**src/rtl/loac_mem_pkg.sv**
```systemverilog
// Shared types and the write-pattern rule for the RAM built-in self test.
package loac_mem_pkg;

  localparam int unsigned DEF_ENDERECO = 2;
  localparam int unsigned DEF_DADO     = 4;

  typedef enum logic [2:0] {IDLE, WRITE, READ, CHECK, DONE} bist_state_t;

  // Width-agnostic: callers truncate the result to their data width.
  function automatic logic [31:0] exp_data(input logic [31:0] seed,
                                           input logic [31:0] addr,
                                           input logic        mode);
    logic [31:0] v;
    v = seed + addr;
    return mode ? ~v : v;
  endfunction

endpackage

```
**src/rtl/mem_bist_initiator.sv**
```systemverilog
// RAM BIST initiator: fills the RAM with a seed pattern, reads it back,
// and reports pass, mismatch count and first failing address.
module mem_bist_initiator
  import loac_mem_pkg::*;
#(
  parameter int unsigned ENDERECO = loac_mem_pkg::DEF_ENDERECO,
  parameter int unsigned DADO     = loac_mem_pkg::DEF_DADO
) (
  input  logic                clk_2,
  input  logic                reset,
  input  logic                start,
  input  logic                mode,
  input  logic [DADO-1:0]     seed,
  output logic [ENDERECO-1:0] endereco,
  output logic [DADO-1:0]     dadoescrito,
  output logic                wr_en,
  input  logic [DADO-1:0]     dadolido,
  output logic                busy,
  output logic                done,
  output logic                pass,
  output logic [ENDERECO:0]   err_count,
  output logic [ENDERECO-1:0] fail_addr
);

  localparam int unsigned N = 2 ** ENDERECO;

  bist_state_t         state, state_nxt;
  logic [ENDERECO-1:0] addr;
  logic [ENDERECO-1:0] cmp_addr;
  logic [DADO-1:0]     seed_q;
  logic                mode_q;
  logic [DADO-1:0]     exp_cur;
  logic [DADO-1:0]     exp_cmp;
  logic                compare_en;
  logic                mismatch;

  always_ff @(posedge clk_2 or posedge reset) begin
    if (reset) state <= IDLE;
    else       state <= state_nxt;
  end

  always_comb begin
    state_nxt = state;
    unique case (state)
      IDLE:    if (start) state_nxt = WRITE;
      WRITE:   if (addr == ENDERECO'(N - 1)) state_nxt = READ;
      READ:    if (addr == ENDERECO'(N - 1)) state_nxt = CHECK;
      CHECK:   state_nxt = DONE;
      DONE:    state_nxt = IDLE;
      default: state_nxt = IDLE;
    endcase
  end

  always_comb begin
    wr_en       = (state == WRITE);
    busy        = (state == WRITE) || (state == READ) || (state == CHECK);
    done        = (state == DONE);
    endereco    = addr;
    dadoescrito = (state == WRITE) ? exp_cur : '0;
  end

  // Read data lags the address by one cycle; in CHECK addr has wrapped to 0,
  // so addr-1 is N-1 there as well.
  always_comb begin
    cmp_addr   = addr - ENDERECO'(1);
    exp_cur    = DADO'(exp_data(32'(seed_q), 32'(addr), mode_q));
    exp_cmp    = DADO'(exp_data(32'(seed_q), 32'(cmp_addr), mode_q));
    compare_en = ((state == READ) && (addr != '0)) || (state == CHECK);
    mismatch   = compare_en && (dadolido != exp_cmp);
  end

  always_ff @(posedge clk_2 or posedge reset) begin
    if (reset) begin
      addr      <= '0;
      seed_q    <= '0;
      mode_q    <= 1'b0;
      err_count <= '0;
      fail_addr <= '0;
      pass      <= 1'b0;
    end else begin
      unique case (state)
        IDLE: begin
          if (start) begin
            seed_q    <= seed;
            mode_q    <= mode;
            err_count <= '0;
            fail_addr <= '0;
            pass      <= 1'b0;
            addr      <= '0;
          end
        end
        WRITE, READ: addr <= addr + ENDERECO'(1);
        default: ;
      endcase
      if (mismatch) begin
        if (err_count != (ENDERECO + 1)'(N)) err_count <= err_count + 1'b1;
        if (err_count == '0)                 fail_addr <= cmp_addr;
      end
      if (state == CHECK) pass <= (err_count == '0) && !mismatch;
    end
  end

endmodule

```
**config.mk**
```make
export PLATFORM = sky130hd
export DESIGN_NAME = mem_bist_initiator
export DESIGN_NICKNAME = d
export VERILOG_FILES = /design/src/rtl/loac_mem_pkg.sv /design/src/rtl/mem_bist_initiator.sv
export SDC_FILE = /design/constraint.sdc
export NUM_CORES = 1
export LEC_CHECK = 0
export BUFFER_PORTS_ARGS = -buffer_cell sky130_fd_sc_hd__buf_2
export CORE_ASPECT_RATIO = 1.1
export CORE_UTILIZATION = 35
export CTS_CLUSTER_SIZE = 20
export DETAILED_ROUTE_END_ITERATION = 16
export SLEW_MARGIN = 20
export SYNTH_ARGS = -nofsm -noshare
export SYNTH_HDL_FRONTEND = slang
export SYNTH_SLANG_ARGS = --single-unit
export TNS_END_PERCENT = 1
```
**constraint.sdc**
```tcl
create_clock -name clk_2 -period 2.5 [get_ports clk_2]
set_input_delay 0.125 -clock clk_2 [delete_from_list [all_inputs] [get_ports clk_2]]
set_output_delay 0.125 -clock clk_2 [all_outputs]
set_load 0.05 [all_outputs]
```
# After elaboration in Yosys (flattened, before gate mapping)
# Index checks and enable logic that the tools add are counted.
dict set report totals {
  out_inout_bits 15
  mem_count 0
  regBits 16
  rom_bits 0
  ram_bits 0
  in_bits 12
  latch_bits 0
}
dict set report op_classes {
  div 0
  n_shift 0
  mux 20
  n_eq_ne 10
  order_cmp 0
  multipliers 0
  reduce_logical 18
  bitwise_logic 2
  add_sub_neg 5
}
# operator count
set op_table {}
lappend op_table {{$mux W3} 7}
lappend op_table {{$mux W4} 3}
lappend op_table {{$pmux W3 S4} 1}
lappend op_table {{$mux W2} 5}
lappend op_table {{$add A4 B2 Y4} 2}
lappend op_table {{$not A4 Y4} 2}
lappend op_table {{$reduce_bool A2 Y1} 4}
lappend op_table {{$eq A3 B2 Y1 const B} 2}
lappend op_table {{$logic_not A3 Y1} 2}
lappend op_table {{$reduce_and A2 Y1} 3}
lappend op_table {{$ne A2 B2 Y1 const B} 2}
lappend op_table {{$ne A4 B4 Y1} 1}
lappend op_table {{$pmux W2 S2} 1}
lappend op_table {{$add A3 B1 Y3 const B} 1}
lappend op_table {{$eq A3 B1 Y1 const B} 1}
lappend op_table {{$eq A3 B3 Y1 const B} 1}
lappend op_table {{$logic_and A1 B1 Y1} 3}
lappend op_table {{$logic_or A1 B1 Y1} 3}
lappend op_table {{$mux W1} 3}
lappend op_table {{$ne A3 B3 Y1 const B} 1}
lappend op_table {{$reduce_and A3 Y1} 1}
lappend op_table {{$add A2 B1 Y2 const B} 1}
lappend op_table {{$eq A2 B2 Y1 const B} 1}
lappend op_table {{$ne A2 B1 Y1 const B} 1}
lappend op_table {{3 further kinds} 3}

# Longest topological paths before layout
# Gate-level depths: netlist (run 1).
dict set report depth {
  ltp_word 9
  mapped_depth 9
  depth_no_buf 9
}

# Least setup slack after synthesis (run 1)
# Ideal clock, no wire load.
dict set report synth_timing {
  kind {reg2reg}
  startpoint {reg addr[0], in the netlist endereco[0]}
  endpoint {reg fail_addr[0]}
  slack_ps -632
  synth_period_minus_slack_ps 3132
  path_stages_with_launch 9
  arrival_ps 2980
  path_cell_list {dfrtp_1 inv_1 ha_1 fa_1 xnor3_1 or3_1 a2111o_1 and4_4 mux2i_1}
}
dict set report synth_via {
  elab_chain_len 7
  elab_cells_between_ends 11
  classes_between {add/sub (2); eq/ne (1); mux (3); bitwise (1); reduce/logical (4)}
}
# element line_no
set synth_lines {}
lappend synth_lines {{start, declared} mem_bist_initiator.sv:28} ;# logic [ENDERECO-1:0] addr;
lappend synth_lines {{start signal, assigned} mem_bist_initiator.sv:92} ;# WRITE, READ: addr <= addr + ENDERECO'(1);
lappend synth_lines {{$sub A2 B1 Y2} mem_bist_initiator.sv:65} ;# cmp_addr = addr - ENDERECO'(1);
lappend synth_lines {{$add A4 B2 Y4} loac_mem_pkg.sv:14} ;# v = seed + addr;
lappend synth_lines {{$not A4 Y4} loac_mem_pkg.sv:15} ;# return mode ? ~v : v;
lappend synth_lines {{$mux W4} loac_mem_pkg.sv:15}
lappend synth_lines {{$ne A4 B4 Y1} mem_bist_initiator.sv:69} ;# mismatch = compare_en && (dadolido != exp_cmp);
lappend synth_lines {{$logic_and A1 B1 Y1} mem_bist_initiator.sv:69}
lappend synth_lines {{$mux W2 *} mem_bist_initiator.sv:95} ;# if (mismatch) begin
lappend synth_lines {{end signal, assigned} mem_bist_initiator.sv:97} ;# if (err_count == '0) fail_addr <= cmp_addr;
lappend synth_lines {{end, declared} mem_bist_initiator.sv:22} ;# output logic [ENDERECO-1:0] fail_addr
# Every way passes the cells marked *; elsewhere a longest branch is shown, timed or not.
# A chain may end at the register's enable or synchronous reset.

# Final worst setup path (run 1)
dict set report layout_timing {
  startpoint {reg addr[0], in the netlist endereco[0]}
  endpoint {reg err_count[0]}
}
dict set report layout_via {
  elab_chain_len 7
  elab_cells_between_ends 10
  classes_between {add/sub (2); eq/ne (1); mux (2); bitwise (1); reduce/logical (4)}
}
# element line_no
set layout_lines {}
lappend layout_lines {{$sub A2 B1 Y2} mem_bist_initiator.sv:65}
lappend layout_lines {{$add A4 B2 Y4} loac_mem_pkg.sv:14}
lappend layout_lines {{$not A4 Y4} loac_mem_pkg.sv:15}
lappend layout_lines {{$mux W4} loac_mem_pkg.sv:15}
lappend layout_lines {{$ne A4 B4 Y1} mem_bist_initiator.sv:69}
lappend layout_lines {{$logic_and A1 B1 Y1 *} mem_bist_initiator.sv:69}
lappend layout_lines {{$mux W3 *} mem_bist_initiator.sv:95}
lappend layout_lines {{end signal, assigned} mem_bist_initiator.sv:96} ;# if (err_count != (ENDERECO + 1)'(N)) err_count <= err_count + 1'b1;
lappend layout_lines {{end, declared} mem_bist_initiator.sv:21} ;# output logic [ENDERECO:0] err_count,
# Marks and branches as above.

==> results of run 1 <==
[cell families (layout without fill, tap and decap cells)]
logic type,after synthesis,count (layout),synth area share [%]
buf+inv,17,48,5.902
flops,16,16,36.32
simple gates,31,31,14.98
fa+ha+maj,10,10,12.71
xor+xnor,11,11,11.24
mux,10,10,9.761
compound gates,14,14,9.082
[area by class of cell]
cell class / count / area, um^2
clock buffer: 4 / 26.28
fill: 296 / 1664
inverter: 13 / 51.30
multi-input combinational: 76 / 664.4
sequential: 16 / 402.9
tap: 34 / 42.54
timing repair buffer: 31 / 170.2
[worst max-delay path, stage by stage (launching register included)]
cell	delay [ps]
dfrtp_2	440
inv_4	90
ha_4	220
fa_2	330
xnor3_1	200
or3_1	320
a2111o_1	450
o211ai_1	150
mux2i_1	200
[metrics by stage]
| step | hold slack, ps | std cells | setup WS (ps) | instance area [um^2] | util (%) |
|---|---|---|---|---|---|
| finish | 56.44 | 174 | 40.03 | 1358 | 44.93 |
| CTS | 43.52 | 174 | 6.025 | 1348 | 44.60 |
| global route | 41.77 | 174 | -80.26 | 1358 | 44.93 |
| global placement | 237.6 | 169 | 74.76 | 1306 | 43.23 |
| detailed placement | 251.4 | 169 | -37.28 | 1306 | 43.23 |
| floorplan | 38.60 | 109 | -77.01 | 1120 | - |
[worst paths after layout]
check | cells past startpoint | end | slack (ps) | from
worst max-delay path | 8 | err_count[0] | 40 | endereco[0]
worst min-delay path | 2 | mode_q | 60 | mode
worst max register to register | 8 | err_count[0] | 40 | endereco[0]
worst min register to register | 1 | pass | 510 | err_count[2]
max in group asynchronous | 3 | endereco[1] | 1620 | reset
min in group asynchronous | 3 | fail_addr[0] | 450 | reset
[state kept, by name, summed over array words and instances, names as in the netlist, named ones only]
name,count
endereco,2
pass,1
err_count,2
fail_addr,2
state,3
mode_q,1
seed_q,4
[layout by cell type (no fill, tap or decap), drive strengths merged, types with 2 or more instances in the layout]
cell type  synthesis  final
nand3b             2      2
nor3               2      2
xor2               5      5
nand3              2      2
nor2b              3      3
xnor3              2      2
mux2i              4      4
nand2b             2      2
or2                2      2
mux2               6      6
inv               13     13
xnor2              4      4
nor2               6      6
clkbuf             3      4
dfrtp             16     16
ha                 8      8
fa                 2      2
buf                1     30
a21oi              5      5
nand2              7      7
[per-layer routing]
layer	vias to the layer above	global-route usage (%)
li1	425	-
met1	416	18.01
met2	20	25.47
met3	3	2.772
met4	0	6.071
met5	-	0
[timing repair]
action                     in CTS  in global routing
resized for setup               2                  1
pin swaps                       1                  0
hold buffers                    1                  0
hold endpoints to repair       16                  0
setup endpoints to repair       5                  6
setup buffers                   0                  0
==> out/summary.txt, run 1 <==
Iter 0 DRT Violations: 17
Gr usage total: 14.57%
Top FF cell, synth: dfrtp_1
Metal2 WL: 1.145 mm
Vias in the first global route: 814
Avg Cell Area, Syn: 10.11 um^2
Top routing layer in use: met4
Met3 wire len: 71 um
Post-synth EDFFs: 0
WS Path Type: reg2reg
Worst Path Arrival: 2680 ps
Number of synthesized register bits: 16
Final Hold Viols: 0
Unique cell type count in the Yosys netlist: 34
Top-count cell post-synth: dfrtp_1
Core area: 3022 um^2
Gate Count Post-Synth: 109
Final Wtd Congestion: 0.8071
Num rows: 21
Post-Route M1 WL: 1.016 mm
F_max: 406.5 MHz
Ys Warns: 0
Status: finished, final reports clean
Layout cells sized above 1: 35.00%
Initial Util: 36.48%
Initial antenna violation count: 0
Final period utilization: 98.40%
DRT Pass-1 Iters: 6
Hold crit path type: in2reg
Final setup violation count: 0
RSZ-0062 raised after global routing: yes
Clk_skew: 6.096 ps
TritonCTS clock tree: built
Minimum clock period: 2460 ps
Max Slew Vio Count: 0
Post-synth top area share: 36.32%
First-pass GRT wire length: 3.822 mm
Chip height: 60.86 um
H-tree depth: 1
Gr ovfl total: 0
Clock latency on the worst-skew pair: 290 ps
CP Data Required Time: 2720 ps
Post-Route WL: 2.256 mm
Max_slew headroom: 58.66%
Vias per cell: 4.966
Largest net degree at the start of global routing: 17
Netlist Area Pre-Place: 1102 um^2
DIE WIDTH: 55.51 um
Clock-pin slew on the worst setup and hold paths: 100 ps
Nets: 163
Critical Path Start Type: flip-flop
Ant diodes: 0
Post-synth top area cell: dfrtp_1
CTS Root Cell: clkbuf_4
HPWL after DPL: 1.740 mm
DRC: 0
Port-buffer cells: 26
Sequential element share of the synthesized area: 36.32%
Setup TNS: 0 ps
Maxcap violations: 0
CTS max path bufs: 2
Most frequent cells after synthesis: dfrtp_1 (16), inv_1 (13), ha_1 (8)
Async set-reset flop share out of synthesis: 100.0%
Synth area leaders: dfrtp_1 (36%), ha_1 (9.1%), mux2_2 (6.1%), inv_1 (4.4%), xnor3_1 (4.1%)
Actual slew at the worst max-slew pin: 619.4 ps
WL/cell: 12.97 um
Die area: 3378 um^2
Vias: 864
Antenna-violating nets left: 0
Post-Syn Nets: 131
Io pins: 27
Area Overhead vs Synth: 23.16%
Total CTS buffers: 3
Nature of the critical path endpoint: flip-flop
CP Max Fanout: 5
CTS sink cnt: 16
Power of run 1 is left out: the tool's default activity adds up to more than one toggle a clock period on the data nets, which glitch-free logic cannot reach.
==> inputs of run 2 (changes only) <==
- RECOVER_POWER: unset -> 50
==> run 2 against run 1 <==
Register-to-register slack barely moved. Hold slack barely moved. Global-route usage did not move. Critical path type unchanged. Critical endpoint unchanged. Largest cell class unchanged.
==> out/summary.txt, run 2 (synthesis results as in run 1) <==
Status: finished, final reports clean
Max reg flops: 4 (unchanged)
First-pass GRT wire length: 3.822 mm (unchanged)
FF-to-FF path depth: 8 (unchanged)
Post-Route WL: 2.252 mm (-0.18%)
Placed cell area: 1306 um^2 (unchanged)
Commonest non-fill, non-tap cells in the layout: buf_2 (23), dfrtp_1 (14), inv_1 (11)
WS Path Type: reg2reg
Setup crit end: err_count[0]
Gr usage total: 14.57% (unchanged)
CTS sink cnt: 16 (unchanged)
Worst r2r src: endereco[0]
Actual slew at the worst max-slew pin: 618.3 ps (-1.069 ps)
Regs by FF count: seed_q: 4 flops, state: 3 flops
Ant diodes: 0 (unchanged)
F_max: 406.6 MHz (about the same)
R2R Path End: err_count[0]
Final period utilization: 98.37% (about the same)
Max Slew Vio Count: 0 (unchanged)
Area Overhead vs Synth: 22.82%
Io pins: 27 (unchanged)
HPWL after DPL: 1.740 mm (unchanged)
Max_slew headroom: 58.73% (+0.071 points)
Core area: 3022 um^2 (unchanged)
Commonest non-fill, non-tap cell in the layout: buf_2
Setup TNS: 0 ps (unchanged)
Gr ovfl total: 0 (unchanged)
Num rows: 21 (unchanged)
DRT Pass-1 Iters: 5 (-1)
Final setup violation count: 0 (unchanged)
WL/cell: 12.94 um (-0.18%)
Worst Path Arrival: 2680 ps (about the same)
Reg-to-reg slack, setup: 40 ps (about the same)
Port-buffer cells: 26 (unchanged)
Iter 0 DRT Violations: 17 (unchanged)
Antenna-violating nets left: 0 (unchanged)
Critical Path Start Type: flip-flop
RSZ-0062 raised after global routing: yes
CTS max path bufs: 2 (unchanged)
Largest net degree at the start of global routing: 17 (unchanged)
Nature of the critical path endpoint: flip-flop
Final Hold Viols: 0 (unchanged)
Vias: 867 (+0.35%)
CP Launch Point: endereco[0]
Die area: 3378 um^2 (unchanged)
DIE WIDTH: 55.51 um (unchanged)
DRC: 0 (unchanged)
Clock latency on the worst-skew pair: 290 ps (about the same)
Clk_skew: 6.705 ps (+0.6093 ps)
Final Wtd Congestion: 0.8071 (unchanged)
CP Max Fanout: 5 (unchanged)
Nets: 163 (unchanged)
H-tree depth: 1 (unchanged)
Hold crit path type: in2reg
TritonCTS clock tree: built
Initial Util: 36.48% (unchanged)
Layout cells sized above 1: 32.86% (-2.1 points)
Vias per cell: 4.983 (+0.35%)
Minimum clock period: 2459 ps (-0.7219 ps)
Total CTS buffers: 3 (unchanged)
Design Area, Final: 1354 um^2 (-0.28%)
Clock-pin slew on the worst setup and hold paths: 100 ps (about the same)
CP Data Required Time: 2720 ps (about the same)
Maxcap violations: 0 (unchanged)
Initial antenna violation count: 0 (unchanged)
Largest register by flop count: seed_q
CTS Root Cell: clkbuf_4
Hold path start: mode
Vias in the first global route: 814 (unchanged)
Chip height: 60.86 um (unchanged)
## run 2: changes by cell type in the layout (fill, tap and decap cells not counted)
cell	delta
clkbuf_1	+3
buf_2	-3
## run 2: layout make-up
cell class              count  area [um^2]
repair buffers             31        166.4
flip-flops and latches     16        402.9
inverters                  13        51.30
clock buffers               4        26.28
well taps                  34        42.54
fillers                   297         1668
multi-input cells          76        664.4
## run 2: routing by layer
| layer | vias up | GRT usage, % | wire length (um) |
|---|---|---|---|
| met5 | - | 0 | 0 |
| met4 | 0 | 6.071 | 23 |
| met2 | 25 | 25.47 | 1139 |
| li1 | 426 | - | - |
| met3 | 3 | 2.772 | 91 |
| met1 | 413 | 18.01 | 998 |
## run 2: how the worst min path moves through the flow
stage / to / cells past startpoint / slack, ps
floorplan: asynchronous set/reset pin / 1 / 40
global placement: state[1] / 2 / 240
detailed placement: state[2] / 2 / 250
CTS: mode_q / 2 / 40
global route: seed_q[0] / 2 / 40
finish: mode_q / 2 / 60
## run 2: metrics by stage
stage	hold slack, ps	std cells	setup WS [ps]	utilization, %
CTS	43.52	174	6.025	44.60
global route	41.77	174	-80.26	44.80
detailed placement	251.4	169	-37.28	43.23
floorplan	38.60	109	-77.01	-
finish	56.23	174	40.75	44.80
global placement	237.6	169	74.76	43.23
## run 2: critical path, stage by stage, from the launching register on
cell and delay, ps:
dfrtp_2 440, inv_4 90, ha_4 220, fa_2 330, xnor3_1 200, or3_1 320, a2111o_1 450, o211ai_1 150
mux2i_1 200
## run 2: repair_timing
action / 4_1_cts / 5_1_grt
pin swaps: 1 / 0
resized for setup: 2 / 1
endpoints found under the setup margin: 5 / 6
hold buffers: 1 / 0
buffers inserted: 0 / 0
gates cloned: 0 / 0
endpoints found under the hold margin: 16 / 0
Power of run 2 is left out for the same reason.
